[config.mk]
export PLATFORM = sky130hd
export DESIGN_NAME = store_buffer
export DESIGN_NICKNAME = d
export VERILOG_FILES = /design/src/rtl/store_buffer.sv
export SDC_FILE = /design/constraint.sdc
export NUM_CORES = 1
export LEC_CHECK = 0
export ABC_AREA = 1
export CORE_UTILIZATION = 41
export CTS_CLUSTER_SIZE = 8
export DETAILED_ROUTE_END_ITERATION = 8
export PLACE_DENSITY = 0.71
export SYNTH_ARGS = -nofsm -noshare
export SYNTH_HDL_FRONTEND = slang
export SYNTH_SLANG_ARGS = --single-unit
export TNS_END_PERCENT = 20
[constraint.sdc]
create_clock -name clk -period 4.3 [get_ports clk]
set_input_delay 0.645 -clock clk [delete_from_list [all_inputs] [get_ports clk]]
set_output_delay 0.645 -clock clk [all_outputs]
set_load 0.1 [all_outputs]
[src/rtl/store_buffer.sv]
//------------------------------------------------------------------------------
// store_buffer
//
// Four-entry (DEPTH) circular FIFO of pending stores that sits between the
// CPU memory stage and a big-endian, byte-addressed data memory with a single
// combinational-read / clocked-write port.
//
// Stores are accepted without stalling the pipeline and drained to memory one
// per cycle whenever no load is using the port. Loads complete in the same
// cycle: either forwarded from the youngest matching buffered store or passed
// straight through to memory. A word load that overlaps a buffered byte store
// cannot be assembled from the buffer, so it stalls until that byte drains.
//
// Handshake: a store transfers on a rising edge where st_valid && st_ready;
// st_ready depends only on buffer occupancy, never on st_valid. A load has no
// ready; it completes in any cycle where ld_valid && !ld_stall, and the
// requester holds it unchanged while ld_stall is high.
//
// Ports
//   clk, rst_n                  clock, asynchronous active-low reset
//   st_valid/st_ready           store request / buffer has room
//   st_byte, st_addr, st_data   store kind (1 = byte), byte address, data
//   ld_valid, ld_byte, ld_addr  load request, kind, byte address
//   ld_data, ld_stall           load result (byte loads zero-extended), stall
//   sb_empty                    no pending stores
//   mem_we, mem_byte, mem_addr, mem_wdata, mem_rdata   data memory port
//------------------------------------------------------------------------------
`timescale 1ns/1ps

module store_buffer #(
    parameter int ADDRESS_WIDTH = 32,
    parameter int DATA_WIDTH    = 32,
    parameter int DEPTH         = 4
) (
    input  logic                     clk,
    input  logic                     rst_n,
    input  logic                     st_valid,
    output logic                     st_ready,
    input  logic                     st_byte,
    input  logic [ADDRESS_WIDTH-1:0] st_addr,
    input  logic [DATA_WIDTH-1:0]    st_data,
    input  logic                     ld_valid,
    input  logic                     ld_byte,
    input  logic [ADDRESS_WIDTH-1:0] ld_addr,
    output logic [DATA_WIDTH-1:0]    ld_data,
    output logic                     ld_stall,
    output logic                     sb_empty,
    output logic                     mem_we,
    output logic                     mem_byte,
    output logic [ADDRESS_WIDTH-1:0] mem_addr,
    output logic [DATA_WIDTH-1:0]    mem_wdata,
    input  logic [DATA_WIDTH-1:0]    mem_rdata
);

    localparam int PTR_W = $clog2(DEPTH);
    localparam int CNT_W = PTR_W + 1;
    localparam int NB    = DATA_WIDTH / 8;
    localparam int OFF_W = $clog2(NB);
    localparam logic [CNT_W-1:0] FULL = CNT_W'(DEPTH);

    // Entry storage
    logic                     ent_byte [DEPTH];
    logic [ADDRESS_WIDTH-1:0] ent_addr [DEPTH];
    logic [DATA_WIDTH-1:0]    ent_data [DEPTH];

    logic [PTR_W-1:0] head;
    logic [PTR_W-1:0] tail;
    logic [CNT_W-1:0] count;

    logic push;
    logic pop;
    logic load_owns;

    // Forward search results
    logic                  hit;
    logic                  hit_byte;
    logic [DATA_WIDTH-1:0] hit_data;
    logic [PTR_W-1:0]      idx;
    logic                  word_same;
    logic                  exact_same;
    logic                  decides;
    logic [DATA_WIDTH-1:0] lane_shifted;

    assign st_ready = (count < FULL);
    assign sb_empty = (count == '0);
    assign push     = st_valid && st_ready;

    // Walk entries oldest to youngest; a later (younger) decisive entry
    // overrides an earlier one, so the youngest match wins. Only entries
    // present at the start of the cycle are visible (count, not push).
    always_comb begin
        hit        = 1'b0;
        hit_byte   = 1'b0;
        hit_data   = '0;
        idx        = '0;
        word_same  = 1'b0;
        exact_same = 1'b0;
        decides    = 1'b0;
        for (int k = 0; k < DEPTH; k++) begin
            idx        = head + PTR_W'(k);
            word_same  = (ent_addr[idx][ADDRESS_WIDTH-1:OFF_W] ==
                          ld_addr[ADDRESS_WIDTH-1:OFF_W]);
            exact_same = (ent_addr[idx] == ld_addr);
            // A word load is decided by any entry in its word; a byte load
            // only by a word entry covering it or a byte entry at its address.
            if (ld_byte) begin
                decides = ent_byte[idx] ? exact_same : word_same;
            end else begin
                decides = word_same;
            end
            if ((CNT_W'(k) < count) && decides) begin
                hit      = 1'b1;
                hit_byte = ent_byte[idx];
                hit_data = ent_data[idx];
            end
        end
    end

    // A buffered byte cannot supply a whole word.
    assign ld_stall  = ld_valid && !ld_byte && hit && hit_byte;
    assign load_owns = ld_valid && !ld_stall;
    assign pop       = !load_owns && (count != '0);

    // Big-endian lane: offset 0 is the most significant byte, so the shift
    // (in bytes) is the bitwise inverse of the offset.
    assign lane_shifted = hit_data >> {~ld_addr[OFF_W-1:0], 3'b000};

    always_comb begin
        ld_data = mem_rdata;
        if (load_owns && hit) begin
            if (!ld_byte) begin
                ld_data = hit_data;
            end else if (hit_byte) begin
                ld_data = {{(DATA_WIDTH-8){1'b0}}, hit_data[7:0]};
            end else begin
                ld_data = {{(DATA_WIDTH-8){1'b0}}, lane_shifted[7:0]};
            end
        end
    end

    // Memory port: the load has priority; the head drains otherwise.
    assign mem_we    = pop;
    assign mem_addr  = pop ? ent_addr[head] : ld_addr;
    assign mem_byte  = pop ? ent_byte[head] : ld_byte;
    assign mem_wdata = ent_data[head];

    always_ff @(posedge clk or negedge rst_n) begin
        if (!rst_n) begin
            head  <= '0;
            tail  <= '0;
            count <= '0;
        end else begin
            if (push) begin
                tail <= tail + PTR_W'(1);
            end
            if (pop) begin
                head <= head + PTR_W'(1);
            end
            count <= count + CNT_W'(push) - CNT_W'(pop);
        end
    end

    // Payload needs no reset: occupancy alone decides what is valid.
    always_ff @(posedge clk) begin
        if (push) begin
            ent_byte[tail] <= st_byte;
            ent_addr[tail] <= st_addr;
            ent_data[tail] <= st_data;
        end
    end

endmodule

==> impl_results.md, run 1 <==
- Largest net degree at the start of global routing: 197
- R2R setup slack: -0.01 ns
- Post-DRT Antenna Nets: 0
- Routed Wire Length: 71.2 mm
- RSZ-0062 raised after global routing: true
- Pre-CTS worst setup slack: -0.199 ns
- Crit start category: flip-flop
- Ports: 235
- GRT Overall Usage: 27.7%
- MaxCap Viol Count: 0
- Distinct cells, synth: 39
- Post-route setup slack: -0.549 ns
- Clock buffer depth: 3
- Worst-Margin Slew: 0.976 ns
- Final Max Tran Viols: 0
- Fin crit period: 4.85 ns
- Critical path arrival: 4.20 ns
- First-pass GRT wire length: 105 mm
- Worst r2r path cells: 30
- Starting Density: 41.6%
- PD cells: 776 nW/µm²
- Status: complete, but fails checks
- Clock Sinks: 267
- Num CTS Buffers: 39
- Routed vias: 21026
- Latest clock arrival within the worst-skew pair: 0.56 ns
- Number of flops mapped to enable cells by yosys: 260
- Grt ovf: 0
- Crit path top cell by count: nand2_1
- Slew margin rel.: 34.7%
- Top FF cell, synth: edfxtp_1
- Initial antenna violation count: 4
- WL/cell: 18.4 µm
- Vias per cell: 5.43
- #FFs+latches synth: 267
- Reg clk slew, reported paths: 0.06 ns
- Buffers added on ports: 234
- Worst Path Max Fanout: 8
- Count of final setup violators: 68
- Worst hold slack: 0.388 ns
- Core Footprint: 47700 µm²
- Violated checks: setup timing
- Post-Syn Area: 19800 µm²
- RR Startpoint: head[0]$_DFFE_PN0N_
- Final Hold Fails: 0
- Syn avg cell area: 6.77 µm²
- DP HPWL: 48.3 mm
- Die Wd: 222 µm
- Row count: 80
- Worst path max stage delay: 0.56 ns
- Iter 0 DRT Violations: 2230
- Total number of H-tree levels: 2
- FF-to-FF End: count[2]$_DFF_PN0_
- Die height: 222 µm
- Leak pwr: 12.3 nW
- CTS tree: built
- FMAX: 206 MHz
- Required @ worst endpoint: 3.65 ns
- Post-CTS Hold Buffers: 0
- Most frequent cells in the layout: nand2_1 (1160), nand3_1 (348), inv_1 (275)
- VDD IR-drop max: 0.512 mV
- Vias in the first global route: 18752
- WS Path Type: flip-flop to output port
- Ys async rst share: 2.62%
- Setup TNS Final: -29.42 ns
- HP Class: input pin to asynchronous set/reset pin
- # DRC: 0
- Net Count, Synth: 3076
- Mapped Cells: 2933
- Seq/Total Area, Yosys: 40.2%
- Fraction of layout cells with a size suffix above 1: 17.8%
- Worst Setup End Kind: output port
- Root Driver: clkbuf_16
- Origin of the worst setup path: head[0]$_DFFE_PN0N_
- Final period util: 113%
- Die footprint: 49300 µm²
- Slowest cell on the critical path: dfrtp_4
- Synth warn: 0
- Commonest non-fill, non-tap cell in the layout: nand2_1
- Area grow syn2layout: 36.9%
- DR pass1 iterations: 8
- Nets@finish: 3383
- Final RePlAce weighted congestion: 0.969
- Clock skew: 0.0285 ns
[Yosys cell counts, drive strengths merged, types with 4 or more instances]
| library cell | instances | area, µm² |
|---|---|---|
| o2111ai | 12 | 105 |
| nand4 | 19 | 119 |
| mux2i | 19 | 190 |
| or2 | 26 | 163 |
| nand3 | 362 | 1830 |
| ha | 8 | 100 |
| xor2 | 29 | 254 |
| o21a | 4 | 30.0 |
| buf | 94 | 566 |
| o21ai | 366 | 1840 |
| nand2 | 1223 | 4600 |
| inv | 278 | 1050 |
| clkbuf | 75 | 282 |
| o211ai | 21 | 158 |
| nor2 | 109 | 434 |
| dfrtp | 7 | 175 |
| and2 | 11 | 68.8 |
| edfxtp | 260 | 7810 |
[area by class of cell]
class / count / area (µm²)
clock inverter: 3 / 28.8
multi-input combinational: 2218 / 11000
tap: 615 / 769
inverter: 279 / 1070
antenna: 2 / 5.00
timing repair buffer: 435 / 5270
sequential: 267 / 7990
fill: 4214 / 20600
clock buffer: 55 / 1070
[power breakdown]
part	internal, W	switching, W	leakage (nW)	total (W)
clock	0.00170	0.00114	0.530	0.00284
combinational	0.00477	0.00998	9.34	0.0147
sequential	0.00329	0.000186	2.44	0.00347
[registers in the layout, indices dropped and copies added (netlist names)]
register / count
ent_byte: 4
tail: 2
ent_addr: 128
ent_data: 128
head: 2
count: 3
[per-stage QoR]
stage	area [µm²]	std cells	power, W	util, %
floorplan	20200	2933	0.0126	-
global placement	24400	3762	0.0161	51.2
detailed placement	24400	3762	0.0162	51.2
CTS	26400	3853	0.0200	55.3
global route	27200	3874	0.0222	56.9
finish	27200	3874	0.0211	56.9
[routing by layer]
| metal | share of wire [%] | GRT usage, % | wire (µm) |
|---|---|---|---|
| met1 | 41 | 37.5 | 29400 |
| met2 | 43 | 42.7 | 31000 |
| met3 | 11 | 5.17 | 7550 |
| met4 | 4.7 | 13.1 | 3330 |
| met5 | 0.021 | 0 | 15 |
[cell families after synthesis]
| kind of cell | synth area share (%) |
|---|---|
| AO/OA/AOI/OAI | 10.8 |
| buffers and inverters | 9.56 |
| adder cells (fa/ha/maj) | 0.605 |
| flip-flops | 40.2 |
| AND/OR/NAND/NOR | 36.5 |
| multiplexers | 0.958 |
| XOR/XNOR | 1.32 |
[worst max path at each step]
stage | end | cells past startpoint
finish | mem_addr[8] | 28
global route | mem_addr[8] | 29
CTS | mem_addr[22] | 25
detailed placement | mem_addr[13] | 19
global placement | ld_data[0] | 20
floorplan | ld_data[16] | 15
[what timing repair did]
action | CTS | global route
resized for setup | 102 | 107
hold endpoints to repair | 0 | 0
pin swaps | 12 | 34
cloned | 10 | 9
setup buffers | 24 | 12
setup endpoints to repair | 68 | 69
[worst max-delay path, delay by kind of cell, from the launching register on]
kind / cells / cell delay (ns)
AND/OR/NAND/NOR: 19 / 1.65
buffers and inverters: 8 / 1.25
flip-flops: 1 / 0.56
AO/OA/AOI/OAI: 1 / 0.17
(Power assumes the default switching activity.)
==> run 2, diff against run 1 <==
REMOVE_ABC_BUFFERS = 1   (was default)
==> impl_results.md, run 2 (synthesized netlist as in run 1, its figures left out) <==
- PD cells: 759 nW/µm² (was 776 nW/µm²)
- Area grow syn2layout: 38.4% (was 36.9%)
- Worst-Margin Slew: 0.974 ns (was 0.976 ns)
- Grt ovf: 0 (unchanged)
- Reg clk slew, reported paths: 0.05 ns (was 0.06 ns)
- Cell Int Power: 0.00965 W (was 0.00976 W)
- Final RePlAce weighted congestion: 0.989 (was 0.969)
- Final Max Tran Viols: 0 (unchanged)
- Biggest regs: ent_addr x128, ent_data x128, ent_byte x4 (unchanged)
- Fin crit period: 4.84 ns (was 4.85 ns)
- Pre-CTS worst setup slack: 0.00394 ns (was -0.199 ns)
- Starting Density: 41.6% (unchanged)
- Violated checks: setup timing (unchanged)
- WS Path Type: flip-flop to output port (unchanged)
- DP Cell Count: 3777 (was 3762)
- FMAX: 207 MHz (was 206 MHz)
- Sw power: 0.0112 W (was 0.0113 W)
- Vias per cell: 5.48 (was 5.43)
- HP Class: input pin to asynchronous set/reset pin (unchanged)
- Worst path cell trace: buf_12, buf_16, buf_4, nand2_1, nand3_1, nand2_2, o21ai_1, nor2_2, nand2_1, nor2_2, nand2_1, nor2_2, nand2_1, nand2_1, nor2_1, nor2_2, nand2_4, nand2_4, nand2_8, buf_12, buf_16, buf_6, o21ai_4, buf_12
- Nets@finish: 3417 (was 3383)
- Post-CTS Hold Buffers: 0 (unchanged)
- Die footprint: 49300 µm² (unchanged)
- VDD IR-drop max: 0.549 mV (was 0.512 mV)
- Status: complete, but fails checks (unchanged)
- Latest clock arrival within the worst-skew pair: 0.58 ns (was 0.56 ns)
- Critical Path End: mem_addr[31] (was mem_addr[8])
- Initial antenna violation count: 7 (was 4)
- Routed vias: 21376 (was 21026)
- Slew margin rel.: 34.9% (was 34.7%)
- Critical path arrival: 4.20 ns (about the same)
- Die height: 222 µm (unchanged)
- RSZ-0062 raised after global routing: true (unchanged)
- Total number of H-tree levels: 2 (unchanged)
- Leak pwr: 12.5 nW (was 12.3 nW)
- Largest net degree at the start of global routing: 131 (was 197)
- Final cell count without fillers: 3904 (was 3874)
- Worst Path Max Fanout: 8 (unchanged)
- Origin of the worst setup path: head[0]$_DFFE_PN0N_ (unchanged)
- Core Footprint: 47700 µm² (unchanged)
- Die Wd: 222 µm (unchanged)
- Final period util: 113% (about the same)
- Most frequent cells in the layout: nand2_1 (1150), nand3_1 (336), inv_1 (274) (was nand2_1 (1160), nand3_1 (348), inv_1 (275))
- Setup TNS Final: -29.05 ns (was -29.42 ns)
- Iter 0 DRT Violations: 2474 (was 2230)
- Row count: 80 (unchanged)
- R2R setup slack: 0.15 ns (was -0.01 ns)
- Design Power: 0.0209 W (was 0.0211 W)
- Final Hold Fails: 0 (unchanged)
- DR pass1 iterations: 6 (was 8)
- Worst r2r path cells: 27 (was 30)
- Ports: 235 (unchanged)
- Sequential power share: 16.7% (was 16.5%)
- RR Startpoint: head[0]$_DFFE_PN0N_ (unchanged)
- Comb pwr share: 69.9% (was 70.0%)
- Clock buffer depth: 3 (unchanged)
- Clock Sinks: 267 (unchanged)
- Worst path max stage delay: 0.57 ns (was 0.56 ns)
- Count of final setup violators: 67 (was 68)
- Switching fraction of total power: 53.7% (about the same)
- First-pass GRT wire length: 108 mm (was 105 mm)
- Clock skew: 0.0382 ns (was 0.0285 ns)
- WL/cell: 18.6 µm (was 18.4 µm)
- Vias in the first global route: 19419 (was 18752)
- MaxCap Viol Count: 0 (unchanged)
- CTS tree: built (unchanged)
- Worst Setup End Kind: output port (unchanged)
- Post-DRT Antenna Nets: 0 (unchanged)
- Commonest non-fill, non-tap cell in the layout: nand2_1 (unchanged)
- Routed Wire Length: 72.5 mm (was 71.2 mm)
- Num CTS Buffers: 39 (unchanged)
- Root Driver: clkbuf_16 (unchanged)
- Crit start category: flip-flop (unchanged)
- Crit path top cell by count: nand2_1 (unchanged)
- FF-to-FF End: count[2]$_DFF_PN0_ (unchanged)
- Fraction of layout cells with a size suffix above 1: 18.3% (was 17.8%)
- # DRC: 0 (unchanged)
- GRT Overall Usage: 28.1% (was 27.7%)
- Clock power share: 13.4% (was 13.5%)
- DP HPWL: 46.3 mm (was 48.3 mm)
- Slowest cell on the critical path: dfrtp_4 (unchanged)
- Post-route setup slack: -0.542 ns (was -0.549 ns)
- Buffers added on ports: 234 (unchanged)
- Util after Layout: 57.5% (was 56.9%)
- Required @ worst endpoint: 3.65 ns (about the same)
[run 2: power by group through the flow]
stage / clock (W) / combinational, W / sequential [W]
2_1_floorplan: 0 / 0.00742 / 0.00384
3_3_place_gp: 0 / 0.0123 / 0.00349
3_5_place_dp: 0 / 0.0124 / 0.00349
4_1_cts: 0.00283 / 0.0135 / 0.00346
5_1_grt: 0.00293 / 0.0155 / 0.00351
6_report: 0.00281 / 0.0146 / 0.00348
[run 2: worst min path at each step]
stage                     slack (ns)  cells past startpoint                start             endpoint
after floorplan                 0.35                      0                rst_n   count[0]$_DFF_PN0_
after global placement          0.58                      2  tail[1]$_DFFE_PN0P_  tail[1]$_DFFE_PN0P_
after detailed placement        0.59                      2  tail[1]$_DFFE_PN0P_  tail[1]$_DFFE_PN0P_
after CTS                       0.38                      1                rst_n  tail[1]$_DFFE_PN0P_
after global routing            0.41                      1                rst_n  tail[1]$_DFFE_PN0P_
final                           0.40                      1                rst_n  tail[1]$_DFFE_PN0P_
[run 2: layout make-up]
class                   instances  area (µm²)
inverters                     279        1070
repair inverters                1        8.76
well taps                     615         769
multi-input cells            2218       10800
repair buffers                468        5750
clock inverters                 2        25.0
clock buffers                  51        1040
fillers                      4171       20300
flip-flops and latches        267        7990
diodes                          3        7.51
[run 2: stage by stage]
step                      cell area [µm²]  hold slack, ns
after global placement              24300           0.585
after detailed placement            24300           0.592
after CTS                           26600           0.385
final                               27500           0.402
after global routing                27500           0.411
after floorplan                     19000           0.349
[run 2: repair_timing]
item                       4_1_cts  5_1_grt
buffers inserted                36       18
setup endpoints to repair       68       69
pin swaps                       28       86
gates resized for setup        143      152
cloned                          16       12
[run 2: metal layers]
layer	vias up	GRT usage [%]	wire length [µm]
li1	10269	-	-
met1	9597	35.9	28600
met2	1202	44.1	31800
met3	300	6.10	7730
met4	8	15.7	4320
met5	-	0	50
[run 2: worst max-delay path, delay by kind of cell (launching register included)]
| kind | cells | cell delay, ns |
|---|---|---|
| compound gates | 2 | 0.29 |
| buf+inv | 7 | 1.09 |
| flops | 1 | 0.57 |
| simple gates | 15 | 1.68 |
==> run 3, diff against run 2 <==
CAP_MARGIN = 5   (was default)
SKIP_CTS_REPAIR_TIMING = 1   (was default)
==> impl_results.md, run 3 (synthesized netlist as in run 1, its figures left out) <==
- Area grow syn2layout: 34.8% (was 38.4%)
- Vias in the first global route: 18412 (was 19419)
- Commonest non-fill, non-tap cell in the layout: nand2_1 (unchanged)
- Routed vias: 21136 (was 21376)
- Multi-input gate area: 10600 µm² (was 10800 µm²)
- Count of final setup violators: 67 (unchanged)
- Initial antenna violation count: 6 (was 7)
- Fillers: 4285 (was 4171)
- Nets@finish: 3397 (was 3417)
- Vias per cell: 5.44 (was 5.48)
- Required @ worst endpoint: 3.65 ns (about the same)
- Status: complete, but fails checks (unchanged)
- Crit start category: flip-flop (unchanged)
- Fin crit period: 4.82 ns (was 4.84 ns)
- Die height: 222 µm (unchanged)
- Leak pwr: 12.2 nW (was 12.5 nW)
- Final period util: 112% (was 113%)
- Final RePlAce weighted congestion: 0.989 (unchanged)
- Total number of H-tree levels: 2 (unchanged)
- FMAX: 207 MHz (about the same)
- Register area: 7990 µm² (unchanged)
- Clock skew: 0.0350 ns (was 0.0382 ns)
- Slew margin rel.: 34.9% (about the same)
- Grt ovf: 0 (unchanged)
- Fraction of layout cells with a size suffix above 1: 16.1% (was 18.3%)
- VDD IR-drop max: 0.560 mV (was 0.549 mV)
- CTS tree: built (unchanged)
- Post-DRT Antenna Nets: 0 (unchanged)
- PD cells: 753 nW/µm² (was 759 nW/µm²)
- Root Driver: clkbuf_16 (unchanged)
- WL/cell: 18.2 µm (was 18.6 µm)
- Die Wd: 222 µm (unchanged)
- Biggest regs: ent_addr x128, ent_data x128, ent_byte x4 (unchanged)
- HP Class: input pin to asynchronous set/reset pin (unchanged)
- GRT Overall Usage: 26.1% (was 28.1%)
- Clock Sinks: 267 (unchanged)
- Post-route setup slack: -0.524 ns (was -0.542 ns)
- Final Hold Fails: 0 (unchanged)
- Reg clk slew, reported paths: 0.05 ns (about the same)
- Worst Path Max Fanout: 10 (was 8)
- Die footprint: 49300 µm² (unchanged)
- Most frequent cells in the layout: nand2_1 (1174), nand3_1 (348), inv_1 (274) (was nand2_1 (1150), nand3_1 (336), inv_1 (274))
- Routed Wire Length: 70.6 mm (was 72.5 mm)
- Worst-Margin Slew: 0.973 ns (was 0.974 ns)
- DR pass1 iterations: 6 (unchanged)
- Buffers added on ports: 234 (unchanged)
- Clock buffer depth: 3 (unchanged)
- Iter 0 DRT Violations: 2382 (was 2474)
- Worst Setup End Kind: output port (unchanged)
- WS Path Type: flip-flop to output port (unchanged)
- Latest clock arrival within the worst-skew pair: 0.58 ns (about the same)
- Starting Density: 41.6% (unchanged)
- Design Power: 0.0201 W (was 0.0209 W)
- Largest net degree at the start of global routing: 131 (unchanged)
- # DRC: 0 (unchanged)
- Core Footprint: 47700 µm² (unchanged)
- MaxCap Viol Count: 0 (unchanged)
- Worst hold slack: 0.402 ns (about the same)
- Num CTS Buffers: 39 (unchanged)
- Violated checks: setup timing (unchanged)
- First-pass GRT wire length: 101 mm (was 108 mm)
- RSZ-0062 raised after global routing: true (unchanged)
- Critical path arrival: 4.18 ns (was 4.20 ns)
- DP HPWL: 46.3 mm (unchanged)
- Row count: 80 (unchanged)
- Ports: 235 (unchanged)
- Final Max Tran Viols: 0 (unchanged)
-- run 3: changes by cell type in the layout (fill, tap and decap cells not counted), moves of 7 or more --
cell | previous run | this run
buf_12 | 100 | 89
nor2_2 | 30 | 15
nand2_1 | 1150 | 1174
nand3_2 | 25 | 13
buf_16 | 16 | 2
o21ai_4 | 12 | 5
nor2_1 | 65 | 77
nand3_1 | 336 | 348
nand2_2 | 59 | 36
-- run 3: power by group --
| group | internal (W) | switching [W] | total (W) |
|---|---|---|---|
| registers | 0.00329 | 0.000186 | 0.00347 |
| logic | 0.00434 | 0.00954 | 0.0139 |
| clock network | 0.00167 | 0.00113 | 0.00280 |
| total | 0.00929 | 0.0109 | 0.0201 |
-- run 3: layout make-up --
cell class / instances / share of cell area (%)
antenna: 1 / 0.00936
clock buffer: 51 / 3.90
tap: 615 / 2.88
inverter: 279 / 3.99
sequential: 267 / 29.9
clock inverter: 2 / 0.0936
timing repair buffer: 448 / 19.7
multi-input combinational: 2219 / 39.6
-- run 3: final timing paths --
kind	start	to	slack [ns]	depth (start not counted)
max	head[0]$_DFFE_PN0N_	mem_addr[31]	-0.52	21
min	rst_n	tail[1]$_DFFE_PN0P_	0.40	1
max reg2reg	head[0]$_DFFE_PN0N_	count[2]$_DFF_PN0_	0.02	26
min reg2reg	tail[1]$_DFFE_PN0P_	tail[1]$_DFFE_PN0P_	0.60	2
max in group asynchronous	rst_n	head[1]$_DFFE_PN0N_	3.57	1
min in group clk	tail[1]$_DFFE_PN0P_	tail[1]$_DFFE_PN0P_	0.60	2
-- run 3: worst max-delay path, stage by stage (launching register included) --
cell and delay [ns]:
dfrtp_4 0.57, buf_6 0.17, nand2_4 0.06, nand2_4 0.07
buf_12 0.15, buf_12 0.14, o211ai_1 0.29, buf_4 0.18
nand2_2 0.05, nor2_2 0.11, nand4_1 0.12, nor2_1 0.15
nand3_2 0.16, or2_1 0.28, nand2_2 0.10, nand2_4 0.08
nand2_4 0.10, nand2_8 0.12, clkbuf_16 0.21, buf_4 0.14
o21ai_2 0.16, buf_12 0.20
-- run 3: per-layer routing --
metal	global-route usage [%]	part of all wire [%]	wire [µm]
met5	0	0.098	69
met1	34.3	40	28300
met4	11.9	4.9	3430
met2	41.6	45	31500
met3	5.02	10	7290
-- run 3: through the flow --
stage	util [%]	TNS, ns	setup slack, ns	std cells	area (µm²)
after floorplan	-	-1008.41	-11.13	2764	19000
after global placement	50.8	0	0.00292	3777	24300
after detailed placement	50.8	0	0.00394	3777	24300
after CTS	53.1	-33.25	-0.592	3830	25300
after global routing	56.0	-34.31	-0.628	3882	26700
final	56.0	-28.80	-0.524	3882	26700
